===== src/rtl/prog_loader_ctrl.sv =====
// Program-memory loader and CPU run/hold sequencer for the accumulator CPU.
// Optional checksum byte after the payload is enabled by defining LOADER_CHKSUM_EN.
module prog_loader_ctrl (
  input  logic       Clock,
  input  logic       Reset,
  input  logic       ld_start,
  input  logic       ld_abort,
  input  logic [4:0] ld_base,
  input  logic [5:0] ld_len,
  input  logic [7:0] data_in,
  input  logic       data_valid,
  output logic       data_ready,
  input  logic       Halt,
  output logic       programEn,
  output logic       Addrload,
  output logic       PRload,
  output logic [4:0] AddrSel,
  output logic [7:0] PrgData,
  output logic       cpu_rst,
  output logic       busy,
  output logic       done,
  output logic       err
);

  typedef enum logic [2:0] {
    S_IDLE,
    S_ADDR,
    S_WAIT_DATA,
    S_WRITE,
    S_RUN,
    S_HALTED
  } state_t;

  state_t     state_q, state_d;
  logic [4:0] ptr_q, ptr_d;
  logic [5:0] cnt_q, cnt_d;
  logic [5:0] len_q, len_d;
  logic [7:0] prg_data_q, prg_data_d;
  logic       err_q, err_d;
  logic       len_ok;
`ifdef LOADER_CHKSUM_EN
  logic [7:0] sum_q, sum_d;
  logic       chk_q, chk_d;
`endif

  assign len_ok = (ld_len != 6'd0) && (ld_len <= 6'd32);

  always_ff @(posedge Clock or posedge Reset) begin
    if (Reset) begin
      state_q    <= S_IDLE;
      ptr_q      <= '0;
      cnt_q      <= '0;
      len_q      <= '0;
      prg_data_q <= '0;
      err_q      <= 1'b0;
`ifdef LOADER_CHKSUM_EN
      sum_q      <= '0;
      chk_q      <= 1'b0;
`endif
    end else begin
      state_q    <= state_d;
      ptr_q      <= ptr_d;
      cnt_q      <= cnt_d;
      len_q      <= len_d;
      prg_data_q <= prg_data_d;
      err_q      <= err_d;
`ifdef LOADER_CHKSUM_EN
      sum_q      <= sum_d;
      chk_q      <= chk_d;
`endif
    end
  end

  always_comb begin
    state_d    = state_q;
    ptr_d      = ptr_q;
    cnt_d      = cnt_q;
    len_d      = len_q;
    prg_data_d = prg_data_q;
    err_d      = err_q;
`ifdef LOADER_CHKSUM_EN
    sum_d      = sum_q;
    chk_d      = chk_q;
`endif
    case (state_q)
      S_IDLE, S_HALTED: begin
        if (ld_start) begin
          if (len_ok) begin
            ptr_d   = ld_base;
            cnt_d   = '0;
            len_d   = ld_len;
            err_d   = 1'b0;
            state_d = S_ADDR;
`ifdef LOADER_CHKSUM_EN
            sum_d   = '0;
            chk_d   = 1'b0;
`endif
          end else begin
            err_d = 1'b1;
          end
        end
      end
      S_ADDR: begin
        if (ld_abort) begin
          err_d   = 1'b1;
          state_d = S_IDLE;
        end else begin
          state_d = S_WAIT_DATA;
        end
      end
      S_WAIT_DATA: begin
        if (ld_abort) begin
          err_d   = 1'b1;
          state_d = S_IDLE;
        end else if (data_valid) begin
`ifdef LOADER_CHKSUM_EN
          if (chk_q) begin
            // Checksum pass: the byte is compared, never written to memory.
            chk_d = 1'b0;
            if (data_in == sum_q) begin
              state_d = S_RUN;
            end else begin
              err_d   = 1'b1;
              state_d = S_IDLE;
            end
          end else begin
            prg_data_d = data_in;
            sum_d      = sum_q + data_in;
            state_d    = S_WRITE;
          end
`else
          prg_data_d = data_in;
          state_d    = S_WRITE;
`endif
        end
      end
      S_WRITE: begin
        if (ld_abort) begin
          err_d   = 1'b1;
          state_d = S_IDLE;
        end else begin
          ptr_d = ptr_q + 5'd1;
          cnt_d = cnt_q + 6'd1;
          if (cnt_d == len_q) begin
`ifdef LOADER_CHKSUM_EN
            chk_d   = 1'b1;
            state_d = S_WAIT_DATA;
`else
            state_d = S_RUN;
`endif
          end else begin
            state_d = S_ADDR;
          end
        end
      end
      S_RUN: begin
        if (Halt) state_d = S_HALTED;
      end
      default: state_d = S_IDLE;
    endcase
  end

  always_comb begin
    programEn  = 1'b0;
    Addrload   = 1'b0;
    PRload     = 1'b0;
    data_ready = 1'b0;
    cpu_rst    = 1'b1;
    busy       = 1'b0;
    done       = 1'b0;
    AddrSel    = ptr_q;
    PrgData    = prg_data_q;
    err        = err_q;
    case (state_q)
      S_ADDR: begin
        programEn = 1'b1;
        busy      = 1'b1;
        Addrload  = 1'b1;
      end
      S_WAIT_DATA: begin
        programEn  = 1'b1;
        busy       = 1'b1;
        data_ready = 1'b1;
      end
      S_WRITE: begin
        programEn = 1'b1;
        busy      = 1'b1;
        PRload    = 1'b1;
      end
      S_RUN:    cpu_rst = 1'b0;
      S_HALTED: done    = 1'b1;
      default: ;
    endcase
  end

endmodule

===== config.mk =====
export PLATFORM = sky130hd
export DESIGN_NAME = prog_loader_ctrl
export DESIGN_NICKNAME = d
export VERILOG_FILES = /design/src/rtl/prog_loader_ctrl.sv
export SDC_FILE = /design/constraint.sdc
export NUM_CORES = 1
export LEC_CHECK = 0
export CAP_MARGIN = 5
export CORE_MARGIN = 2
export CORE_UTILIZATION = 42
export CTS_CLUSTER_SIZE = 28
export DETAILED_ROUTE_END_ITERATION = 10
export GPL_ROUTABILITY_DRIVEN = 0
export HOLD_SLACK_MARGIN = 0.02
export PLACE_DENSITY = 0.82
export SYNTH_ARGS = -nofsm -noshare
export SYNTH_HDL_FRONTEND = slang
export SYNTH_SLANG_ARGS = --single-unit

===== constraint.sdc =====
create_clock -name Clock -period 4 [get_ports Clock]
set_clock_uncertainty 0.1 [all_clocks]
set_input_delay 1 -clock Clock [delete_from_list [all_inputs] [get_ports Clock]]
set_output_delay 1 -clock Clock [all_outputs]
set_load 0.005 [all_outputs]

# Yosys cells after proc, flatten, opt, wreduce, memory -nomap -nowiden

Index checks and enable logic that the tools add are counted.

Logic and storage cells: 61
Output and inout bits: 21
Bits of input ports: 25
Register bits: 29

Mux-type cells: 27
$lt $le $gt $ge: 1
Bitwise logic cells: 1
Equal/unequal tests: 12
$add $sub $neg: 2
Reductions and logical operators: 12

Operators with widths:

| cell                | count |
|---|---|
| $mux 3              | 7 |
| $mux 6              | 3 |
| $mux 5              | 3 |
| $pmux 3 s5          | 1 |
| $pmux 6 s2          | 1 |
| $pmux 5 s2          | 1 |
| $mux 1              | 9 |
| $reduce_and 3->1    | 3 |
| $ne 2x2->1 const B  | 4 |
| $reduce_and 4->1    | 2 |
| $add 6x1->6 const B | 1 |
| $eq 3x2->1 const B  | 2 |
| $eq 3x3->1 const B  | 2 |
| $eq 6x6->1          | 1 |
| $le 6x6->1 const B  | 1 |
| $reduce_bool 6->1   | 1 |
| $add 5x1->5 const B | 1 |
| $reduce_bool 2->1   | 2 |
| $eq 3x1->1 const B  | 1 |
| $logic_not 3->1     | 1 |
| $ne 3x3->1 const B  | 1 |
| $reduce_or 3->1     | 1 |
| $mux 2              | 1 |
| $ne 2x1->1 const B  | 1 |
| 4 further kinds     | 4 |

# Logic depth before layout (Yosys ltp)

Gate-level depths: netlist of run 1.

Word-level depth: 5
Gate-level depth with buffers: 6
Mapped depth without buffers: 6

# Least setup slack after synthesis of run 1

Ideal clock, no wire load.

Path type: input -> register
From: input port ld_len[4]
To: register len_q[3]
Library setup time: 125 ps
Stages on the path: 5
Buffers on the path: 1
Required time: 3775 ps
Arrival: 2484 ps
Path slack: 1291 ps
Path through: or4_4 > or3_4 > and3_4 > buf_6 > mux2_4

Word-level cells in the longest chain between the ends: 3
Elaborated cells on any way between the ends: 4
Classes of those cells: order compare (1); reduce/logical (3)

RTL lines:

| item                                                   | RTL line | source |
|---|---|---|
| start, declared                                        | 9        | `input logic [5:0] ld_len,` |
| $le 6x6->1 / $reduce_bool 6->1 (equally long branches) | 46       | `assign len_ok = (ld_len != 6'd0) && (ld_len <= 6'd32);` |
| $logic_and 1x1->1 *                                    | 46       |  |
| $reduce_and 3->1 (no line) *                           | --       |  |
| end signal, assigned                                   | 64       | `len_q <= len_d;` |
| end, declared                                          | 37       | `logic [5:0] len_q, len_d;` |

Mark *: on every way between the ends. The rest lies on a longest branch, timed or not.
A chain may end at the register's enable or synchronous reset.

# Worst setup path after layout of run 1

From: register state_q[2]
To: output port PRload

Word-level cells in the longest chain between the ends: 2

RTL lines:

| item                   | RTL line | source |
|---|---|---|
| start, declared        | 34       | `state_t state_q, state_d;` |
| start signal, assigned | 61       | `state_q <= state_d;` |
| $eq 3x2->1             | 174      | `case (state_q)` |
| $mux 1                 | 174      |  |
| end, declared          | 16       | `output logic PRload,` |

Every way passes these cells.

==> results.ini, run 1 <==
[setup_path]
endpoint_kind = primary output
arrival_ns = 1.96
crit_fanout = 14
path_class = flop to primary output
crit_path_top_delay_cell = clkdlybuf4s50_1
crit_path_cell_trace = and3b_1 > clkdlybuf4s50_1
cp_top_family = buffers and inverters
critPathRequiredTime_ns = 2.90
slowest_delay_ns = 0.59
cp-start-kind = flop
cp_num_buf_inv = 1

[synthesis]
synth_seq_cells = 29
synthDistinctLibCells = 39
synth_nets = 184
netlist_area_sq_um = 1610
synth_top_area_cell = dfrtp_1
synth.area.top_cells = dfrtp_1, mux2_2, mux2i_1, o21ai_0, xnor2_1
yosys_warnings = 0
synth_cells = 157
synth.top_cell.area_share_pct = 45.2
synthTopCellsByCount = dfrtp_1, mux2_2, nor2_1
yosysSeqAreaShare_pct = 45.2
avgSynthCellArea_sq_um = 10.2
synth_flop_cell = dfrtp_1
synth_edf_count = 0
async_reset_ff_share_pct = 100
yosysMostFrequentCell = dfrtp_1

[sta]
fmax_mhz = 326
worst_pin_slew_ns = 0.704
max_slew_margin_pct = 52.4
maxSlewViolCount = 0
fin_crit_sh_pct = 76.6
hold_violations = 0
period_minus_slack_ns = 3.06
rsz0062_at_grt = no
finalSetupViolCount = 0
setup_tns_ns = 0

[clock_network]
cts.clk_slew.worst_paths_ns = 0.06
cts_hold_repair.buffers = 0
h-tree-depth = 2
ctsResizeCount = 0
cts_buffers = 5
cts_max_path_buffers = 2
clk_latency_ns = 0.27
cts_root_buffer = clkbuf_8
cts_tree = built
cts_setup_buffers = 0
cts.sinks = 29

[route]
ant_nets = 0
dr.pass1.iters = 4
vias = 1326
drt-total-wl_um = 3200
vias_per_cell = 5.28
detail_route.wl_per_cell_um = 12.7
drc = 0
drt_iter0_markers = 82

[global_route]
grt_pass1_vias = 1294
grt-ovfl-total = 0
grt_use_total_pct = 16.7
grt_pass1_wl_um = 5620
antenna_found_initial = 0
grt_max_degree = 30

[final_layout]
n_antenna_cell = 0
post-route-util_pct = 59.1
areaGrowthSynthToFinish_pct = 34.7
layout.nets = 229
drive_gt1_share_pct = 11.8

[floorplanning]
core_area_sq_um = 3660
io_pins = 46
rows = 22
start_util_pct = 43.9
die_w_um = 65.8
die_y_um = 65.8
dieArea_sq_um = 4340

[hold_path]
hold_path_class = flop to flop

[status]
status = completed

[placement]
port_buffers = 45
hpwl_um = 2360

[power]
power_density_nw_per_um2 = 610
power_leakage_nw = 0.896
vdd_drop_max_v = 0.000335

[run]
drv_cap = 0

==> path summary, 6_finish.rpt <==
| check | slack [ns] | start | to | cells past startpoint |
|---|---|---|---|---|
| max | 0.94 | state_q[2]$_DFFE_PP0P_ | PRload | 2 |
| min in group asynchronous | 0.99 | Reset | PrgData[3]$_DFFE_PP0P_ | 3 |
| min | 0.40 | PrgData[7]$_DFFE_PP0P_ | PrgData[7]$_DFFE_PP0P_ | 1 |
| max reg2reg | 1.61 | state_q[2]$_DFFE_PP0P_ | AddrSel[2]$_DFFE_PP0P_ | 4 |
| min reg2reg | 0.40 | PrgData[7]$_DFFE_PP0P_ | PrgData[7]$_DFFE_PP0P_ | 1 |
| max in group asynchronous | 2.53 | Reset | len_q[3]$_DFFE_PP0P_ | 3 |
==> layout make-up <==
| class | instances | area, sq um |
|---|---|---|
| Timing Repair Buffer | 46 | 458 |
| Inverter | 8 | 30.0 |
| Multi-Input combinational cell | 112 | 810 |
| Clock buffer | 8 | 80.1 |
| Fill cell | 324 | 1500 |
| Sequential cell | 29 | 726 |
| Tap cell | 48 | 60.1 |
==> metrics by stage <==
step	hold slack (ns)	area, sq um	instances	setup slack (ns)	total power [W]
2_1_floorplan	0.371	1610	157	1.29	0.000845
3_3_place_gp	0.387	2080	243	0.812	0.00109
3_5_place_dp	0.396	2080	243	0.749	0.00111
4_1_cts	0.408	2160	251	0.928	0.00133
5_1_grt	0.430	2160	251	0.819	0.00143
6_report	0.404	2160	251	0.936	0.00132
==> kinds of logic after synthesis <==
logic type               Yosys count  synth area share [%]
AND/OR/NAND/NOR                   49                  17.3
flip-flops                        29                  45.2
adder cells (fa/ha/maj)            2                  1.56
multiplexers                      19                  13.2
AO/OA/AOI/OAI                     35                  14.6
buffers and inverters             16                  4.44
XOR/XNOR                           7                  3.82
==> metal layers <==
metal | global-route usage, % | wire length [um] | vias to the layer above
met5 | 0 | 0 | -
met4 | 5.47 | 41 | 0
met3 | 4.77 | 263 | 5
met2 | 26.5 | 1490 | 51
met1 | 22.0 | 1400 | 611
li1 | - | - | 659
==> power breakdown <==
part	switching, W	internal, W	leakage (nW)	total, W
combinational	0.000211	0.000363	0.498	0.000574
clock	0.000102	0.000123	0.0395	0.000225
sequential	0.000112	0.000408	0.359	0.000520
==> sequential cells by signal (all words and copies together), names as in the netlist <==
name	cells
PrgData	8
AddrSel	5
cnt_q	6
len_q	6
state_q	3
err	1
==> worst register-to-register path: stages, from the launching register on <==
cell and delay (ns):
dfrtp_1 0.52, and3b_1 0.58, and2_1 0.49, a31oi_2 0.18, a222oi_1 0.41
==> cell usage in the layout (no fill, tap or decap), types with 3 or more instances in the layout <==
master / n
nand3_1: 8
nor3_1: 3
dfrtp_1: 29
mux2_2: 13
mux2i_1: 5
nand4_1: 3
clkbuf_8: 5
nor2b_1: 4
a21oi_1: 6
nand2b_1: 6
o21ai_0: 9
a222oi_1: 3
clkbuf_1: 3
nor2_1: 10
nand2_1: 4
a31oi_1: 4
and2_1: 3
inv_1: 8
xnor2_1: 5
clkdlybuf4s50_1: 45
(Power assumes the default switching activity.)
==> run 2, diff against run 1 <==
--- a/config.mk
+++ b/config.mk
@@ -12,7 +12,7 @@
 export DETAILED_ROUTE_END_ITERATION = 10
 export GPL_ROUTABILITY_DRIVEN = 0
 export HOLD_SLACK_MARGIN = 0.02
-export PLACE_DENSITY = 0.82
+export PLACE_DENSITY = 0.85
 export SYNTH_ARGS = -nofsm -noshare
 export SYNTH_HDL_FRONTEND = slang
 export SYNTH_SLANG_ARGS = --single-unit
==> constraint.sdc (replaced) <==
create_clock -name Clock -period 2.65 [get_ports Clock]
set_clock_uncertainty 0.1 [all_clocks]
set_input_delay 0.6625 -clock Clock [delete_from_list [all_inputs] [get_ports Clock]]
set_output_delay 0.6625 -clock Clock [all_outputs]
set_load 0.005 [all_outputs]
==> run 2 against run 1 <==
Sequential power increased by 51%; first-iteration DRC count increased by 3.7%; critical path type is now input pin to flop; clock power increased by 54%; via count increased by 4.8%; global-route usage increased by 0.26 points; utilization increased by 2.6 points; non-clock buffer count increased by 12; design area increased by 4.5%; sequential share of layout area decreased by 1.4 points; critical path depth increased by 4; register-to-register slack got worse by 0.99 ns; die area unchanged; critical endpoint is now cnt_q[2]$_DFFE_PP0P_.
==> results.ini, run 2 (same netlist as run 1, synthesis figures left out) <==
[setup_path]
slowest_delay_ns = 0.55  ; was 0.59 ns
critPathRequiredTime_ns = 2.75  ; was 2.90 ns
rr_worst_depth = 6  ; was 4
crit_path_top_delay_cell = or4_4  ; was clkdlybuf4s50_1
cp-start-kind = input pin  ; was flop
path_class = input pin to flop  ; was flop to primary output
r2r_slack_ns = 0.62  ; was 1.61 ns
crit_path_cell_trace = clkdlybuf4s50_1 > or4_4 > or3_4 > and3_4 > or2_1 > a31oi_1  ; was and3b_1 > clkdlybuf4s50_1
crit_fanout = 10  ; was 14
endpoint_kind = flop  ; was primary output
cp_num_buf_inv = 1  ; unchanged
arrival_ns = 2.68  ; was 1.96 ns
timing.rr.start = state_q[2]$_DFFE_PP0P_  ; unchanged
cp_num_cells = 6  ; was 2
cp_top_family = simple AND/OR/NAND/NOR gates  ; was buffers and inverters
r2r_end = len_q[0]$_DFFE_PP0P_  ; was AddrSel[2]$_DFFE_PP0P_
cp-endpoint = cnt_q[2]$_DFFE_PP0P_  ; was PRload
crit_path_start = ld_len[4]  ; was state_q[2]$_DFFE_PP0P_

[clock_network]
cts_tree = built  ; unchanged
cts.clk_slew.worst_paths_ns = 0.06  ; about the same
cts_max_path_buffers = 2  ; unchanged
ctsResizeCount = 0  ; unchanged
h-tree-depth = 2  ; unchanged
cts.sinks = 29  ; unchanged
cts_hold_repair.buffers = 0  ; unchanged
clk_latency_ns = 0.28  ; was 0.27 ns
cts_buffers = 5  ; unchanged
cts_root_buffer = clkbuf_8  ; unchanged
cts_setup_buffers = 0  ; unchanged

[route]
vias_per_cell = 5.29  ; was 5.28
detail_route.wl_per_cell_um = 12.4  ; was 12.7 um
drc = 0  ; unchanged
dr.pass1.iters = 4  ; unchanged
vias = 1390  ; was 1326
drt_iter0_markers = 85  ; was 82
drt-total-wl_um = 3260  ; was 3200 um
ant_nets = 0  ; unchanged

[sta]
maxSlewViolCount = 0  ; unchanged
finalSetupViolCount = 0  ; unchanged
period_minus_slack_ns = 2.57
hold_violations = 0  ; unchanged
hold_slack_ns = 0.406  ; was 0.404 ns
fin_crit_sh_pct = 97.0
worst_pin_slew_ns = 0.366  ; was 0.704 ns
rsz0062_at_grt = no  ; unchanged
max_slew_margin_pct = 75.6  ; was 52.4%
fmax_mhz = 389
fin_ws_ns = 0.0787  ; was 0.936 ns

[final_layout]
n_antenna_cell = 0  ; unchanged
drive_gt1_share_pct = 18.1  ; was 11.8%
seqCellArea_sq_um = 726  ; unchanged
multi_input_area_sq_um = 810  ; unchanged
layout.nets = 241  ; was 229
areaGrowthSynthToFinish_pct = 40.7  ; was 34.7%
mostFrequentLayoutCells = clkdlybuf4s50_1, dfrtp_1, mux2_2, buf_4, nor2_1  ; was clkdlybuf4s50_1, dfrtp_1, mux2_2, nor2_1, o21ai_0
nFillCells = 312  ; was 324
mostFrequentLayoutCell = clkdlybuf4s50_1  ; unchanged
largest_register_ffs = 8  ; unchanged
fin_cells = 263  ; was 251

[power]
power_density_nw_per_um2 = 901  ; was 610 nW/um^2
power_leakage_nw = 0.960  ; was 0.896 nW
vdd_drop_max_v = 0.000503  ; was 0.000335 V

[global_route]
grt_pass1_wl_um = 5640  ; was 5620 um
grt_use_met2_pct = 27.8  ; was 26.5%
antenna_found_initial = 0  ; unchanged
grt_use_total_pct = 17.0  ; was 16.7%
met3_usage_pct = 5.11  ; was 4.77%
grt-ovfl-total = 0  ; unchanged
grt_pass1_vias = 1302  ; was 1294
grt_max_degree = 30  ; unchanged
grt.busiest_layer = met2  ; unchanged
met1_usage_pct = 21.5  ; was 22.0%

[placement]
dp_slack_ns = -0.233  ; was 0.749 ns
placed_cells = 255  ; was 243
port_buffers = 45  ; unchanged
hpwl_um = 2460  ; was 2360 um

[floorplanning]
start_util_pct = 43.9  ; unchanged
die_w_um = 65.8  ; unchanged
io_pins = 46  ; unchanged
dieArea_sq_um = 4340  ; unchanged
die_y_um = 65.8  ; unchanged
rows = 22  ; unchanged
core_area_sq_um = 3660  ; unchanged

[status]
status = completed  ; unchanged

[hold_path]
hold_path_class = flop to flop  ; unchanged

[run]
drv_cap = 0  ; unchanged

[run 2: cell count changes in the layout (fill, tap and decap cells not counted), sizes merged]
cell / before / now
clkinv: 0 / 2
clkinvlp: 0 / 1
buf: 1 / 13
clkbuf: 8 / 5
[run 2: worst min-delay path by stage]
stage                           startpoint                endpoint  slack [ns]  cells after the start
floorplan             cnt_q[5]$_DFFE_PP0P_    cnt_q[5]$_DFFE_PP0P_        0.37                      1
global placement    PrgData[0]$_DFFE_PP0P_  PrgData[0]$_DFFE_PP0P_        0.39                      1
detailed placement         err$_DFFE_PP0P_         err$_DFFE_PP0P_        0.40                      2
CTS                 PrgData[0]$_DFFE_PP0P_  PrgData[0]$_DFFE_PP0P_        0.41                      1
global route        PrgData[6]$_DFFE_PP0P_  PrgData[6]$_DFFE_PP0P_        0.43                      1
finish              PrgData[0]$_DFFE_PP0P_  PrgData[0]$_DFFE_PP0P_        0.41                      1
[run 2: metrics by stage]
step	total power, W	setup TNS [ns]	util (%)	area, sq um
2_1_floorplan	0.00128	0	-	1610
3_3_place_gp	0.00168	-1.33	59.4	2170
3_5_place_dp	0.00171	-2.03	59.4	2170
4_1_cts	0.00207	0	61.7	2260
5_1_grt	0.00220	0	61.7	2260
6_report	0.00204	0	61.7	2260
[run 2: worst register-to-register path: cells and delay by family (launching register included)]
kind,cells,cell delay [ns]
buffers and inverters,2,0.36
AND/OR/NAND/NOR,3,0.72
multiplexers,1,0.36
flip-flops,1,0.37
[run 2: cell type report]
type                    count  area share (%)
repair buffers             58            24.3
clock inverters             3           0.775
multi-input cells         112            35.8
flip-flops and latches     29            32.1
inverters                   8            1.33
well taps                  48            2.66
clock buffers               5            3.05
[run 2: metal layers]
layer | wire length (um) | up-vias
li1 | - | 682
met1 | 1510 | 663
met2 | 1530 | 42
met3 | 188 | 3
met4 | 31 | 0
met5 | 0 | -
[run 2: report_power, final]
group / total, W / switching (W) / internal, W
registers: 0.000783 / 0.000167 / 0.000615
logic: 0.000908 / 0.000329 / 0.000580
clock network: 0.000346 / 0.000166 / 0.000181
total: 0.00204 / 0.000662 / 0.00138
==> run 3, diff against run 2 <==
--- a/config.mk
+++ b/config.mk
@@ -6,6 +6,7 @@
 export NUM_CORES = 1
 export LEC_CHECK = 0
 export CAP_MARGIN = 5
+export CORE_ASPECT_RATIO = 0.75
 export CORE_MARGIN = 2
 export CORE_UTILIZATION = 42
 export CTS_CLUSTER_SIZE = 28
==> run 3 against run 2 <==
Via count is 0.79% higher; clock-buffer cell count is 2 higher; cell count is 1.9% higher; critical path type unchanged; power is 1.5% higher; sequential share of layout area is 0.28 points lower; register-to-register slack worse by 0.04 ns.
==> results.ini, run 3 (same netlist as run 1, synthesis figures left out) <==
[final_layout]
n_antenna_cell = 0  ; unchanged
drive_gt1_share_pct = 18.1  ; about the same
layout.nets = 243  ; was 241
mostFrequentLayoutCell = clkdlybuf4s50_1  ; unchanged
mostFrequentLayoutCells = clkdlybuf4s50_1, dfrtp_1, buf_4, mux2_2, nor2_1  ; was clkdlybuf4s50_1, dfrtp_1, mux2_2, buf_4, nor2_1
post-route-util_pct = 62.3  ; was 61.7%
areaGrowthSynthToFinish_pct = 41.9  ; was 40.7%
nFillCells = 331  ; was 312
largest_register_ffs = 8  ; unchanged

[sta]
worst_pin_slew_ns = 0.356  ; was 0.366 ns
fin_ws_ns = 0.0743  ; was 0.0787 ns
finalSetupViolCount = 0  ; unchanged
hold_slack_ns = 0.405  ; was 0.406 ns
hold_violations = 0  ; unchanged
rsz0062_at_grt = no  ; unchanged
fmax_mhz = 388  ; was 389 MHz
period_minus_slack_ns = 2.58  ; was 2.57 ns
max_slew_margin_pct = 76.2  ; was 75.6%
setup_tns_ns = 0  ; unchanged
maxSlewViolCount = 0  ; unchanged
fin_crit_sh_pct = 97.2  ; was 97.0%

[setup_path]
critPathRequiredTime_ns = 2.75  ; about the same
cp_top_family = simple AND/OR/NAND/NOR gates  ; unchanged
slowest_delay_ns = 0.57  ; was 0.55 ns
arrival_ns = 2.68  ; about the same
cp_num_buf_inv = 1  ; unchanged
endpoint_kind = flop  ; unchanged
crit_fanout = 11  ; was 10
path_class = input pin to flop  ; unchanged
crit_path_top_delay_cell = or4_4  ; unchanged
cp-start-kind = input pin  ; unchanged
crit_path_cell_trace = clkdlybuf4s50_1 > or4_4 > or3_4 > and3_4 > or2_1 > a31oi_1  ; unchanged

[route]
drc = 0  ; unchanged
vias_per_cell = 5.23  ; was 5.29
detail_route.wl_per_cell_um = 13.4  ; was 12.4 um
drt-total-wl_um = 3600  ; was 3260 um
dr.pass1.iters = 4  ; unchanged
drt_iter0_markers = 89  ; was 85
ant_nets = 0  ; unchanged
vias = 1401  ; was 1390

[global_route]
antenna_found_initial = 0  ; unchanged
grt_use_total_pct = 18.6  ; was 17.0%
grt_max_degree = 30  ; unchanged
grt_pass1_wl_um = 6140  ; was 5640 um
grt_pass1_vias = 1398  ; was 1302
grt-ovfl-total = 0  ; unchanged

[clock_network]
cts_hold_repair.buffers = 0  ; unchanged
h-tree-depth = 2  ; unchanged
cts_max_path_buffers = 2  ; unchanged
cts_setup_buffers = 0  ; unchanged
cts_root_buffer = clkbuf_8  ; unchanged
cts.clk_slew.worst_paths_ns = 0.06  ; about the same
cts.sinks = 29  ; unchanged
clk_latency_ns = 0.28  ; about the same
cts_buffers = 5  ; unchanged
cts_tree = built  ; unchanged
ctsResizeCount = 0  ; unchanged

[floorplanning]
dieArea_sq_um = 4340  ; about the same
rows = 19  ; was 22
io_pins = 46  ; unchanged
die_y_um = 57.6  ; was 65.8 um
die_w_um = 75.4  ; was 65.8 um
start_util_pct = 43.9  ; unchanged
core_area_sq_um = 3660  ; unchanged

[placement]
hpwl_um = 2720  ; was 2460 um
dp_slack_ns = -0.272  ; was -0.233 ns
port_buffers = 45  ; unchanged

[status]
status = completed  ; unchanged

[power]
vdd_drop_max_v = 0.000583  ; was 0.000503 V
power_leakage_nw = 0.969  ; was 0.960 nW
p_total_w = 0.00207  ; was 0.00204 W
power_density_nw_per_um2 = 907  ; was 901 nW/um^2

[hold_path]
hold_path_class = flop to flop  ; unchanged

[run]
drv_cap = 0  ; unchanged

-- run 3: worst paths after layout --
kind                                         from                     end  slack [ns]  cells after the start
max                                     ld_len[4]    cnt_q[2]$_DFFE_PP0P_        0.07                      6
min                        PrgData[6]$_DFFE_PP0P_  PrgData[6]$_DFFE_PP0P_        0.41                      1
max reg2reg                state_q[2]$_DFFE_PP0P_    len_q[4]$_DFFE_PP0P_        0.58                      6
min reg2reg                PrgData[6]$_DFFE_PP0P_  PrgData[6]$_DFFE_PP0P_        0.41                      1
max in group asynchronous                   Reset    len_q[5]$_DFFE_PP0P_        1.50                      3
min in group asynchronous                   Reset    len_q[1]$_DFFE_PP0P_        0.69                      3
-- run 3: area by class of cell --
class                           count  area, sq um  area share, %
Clock buffer                        7         86.3           3.79
Multi-Input combinational cell    112          810           35.5
Sequential cell                    29          726           31.8
Tap cell                           52         65.1           2.85
Inverter                            8         30.0           1.32
Timing Repair Buffer               60          563           24.7
-- run 3: through the flow --
step | cell area (sq um) | cells
after CTS | 2280 | 268
after detailed placement | 2190 | 261
after global routing | 2280 | 268
after global placement | 2190 | 261
final | 2280 | 268
after floorplan | 1610 | 157
-- run 3: worst register-to-register path, cell delays in order (launching register included) --
cell	delay (ns)
dfrtp_1	0.38
buf_4	0.18
nor2b_1	0.14
nor4b_1	0.33
buf_4	0.19
and3_4	0.28
mux2_2	0.35
-- run 3: power breakdown --
part           switching (W)  internal (W)
registers           0.000170      0.000616
logic               0.000338      0.000583
clock network       0.000155      0.000205
-- run 3: routing by layer --
layer / routed length (um) / GRT usage [%] / up-vias / part of all wire, %
met4: 62 / 7.52 / 0 / 1.7
met2: 1680 / 30.1 / 47 / 47
met1: 1640 / 23.9 / 655 / 45
met3: 222 / 4.42 / 8 / 6.2
li1: - / - / 691 / -
met5: 0 / 0 / - / 0
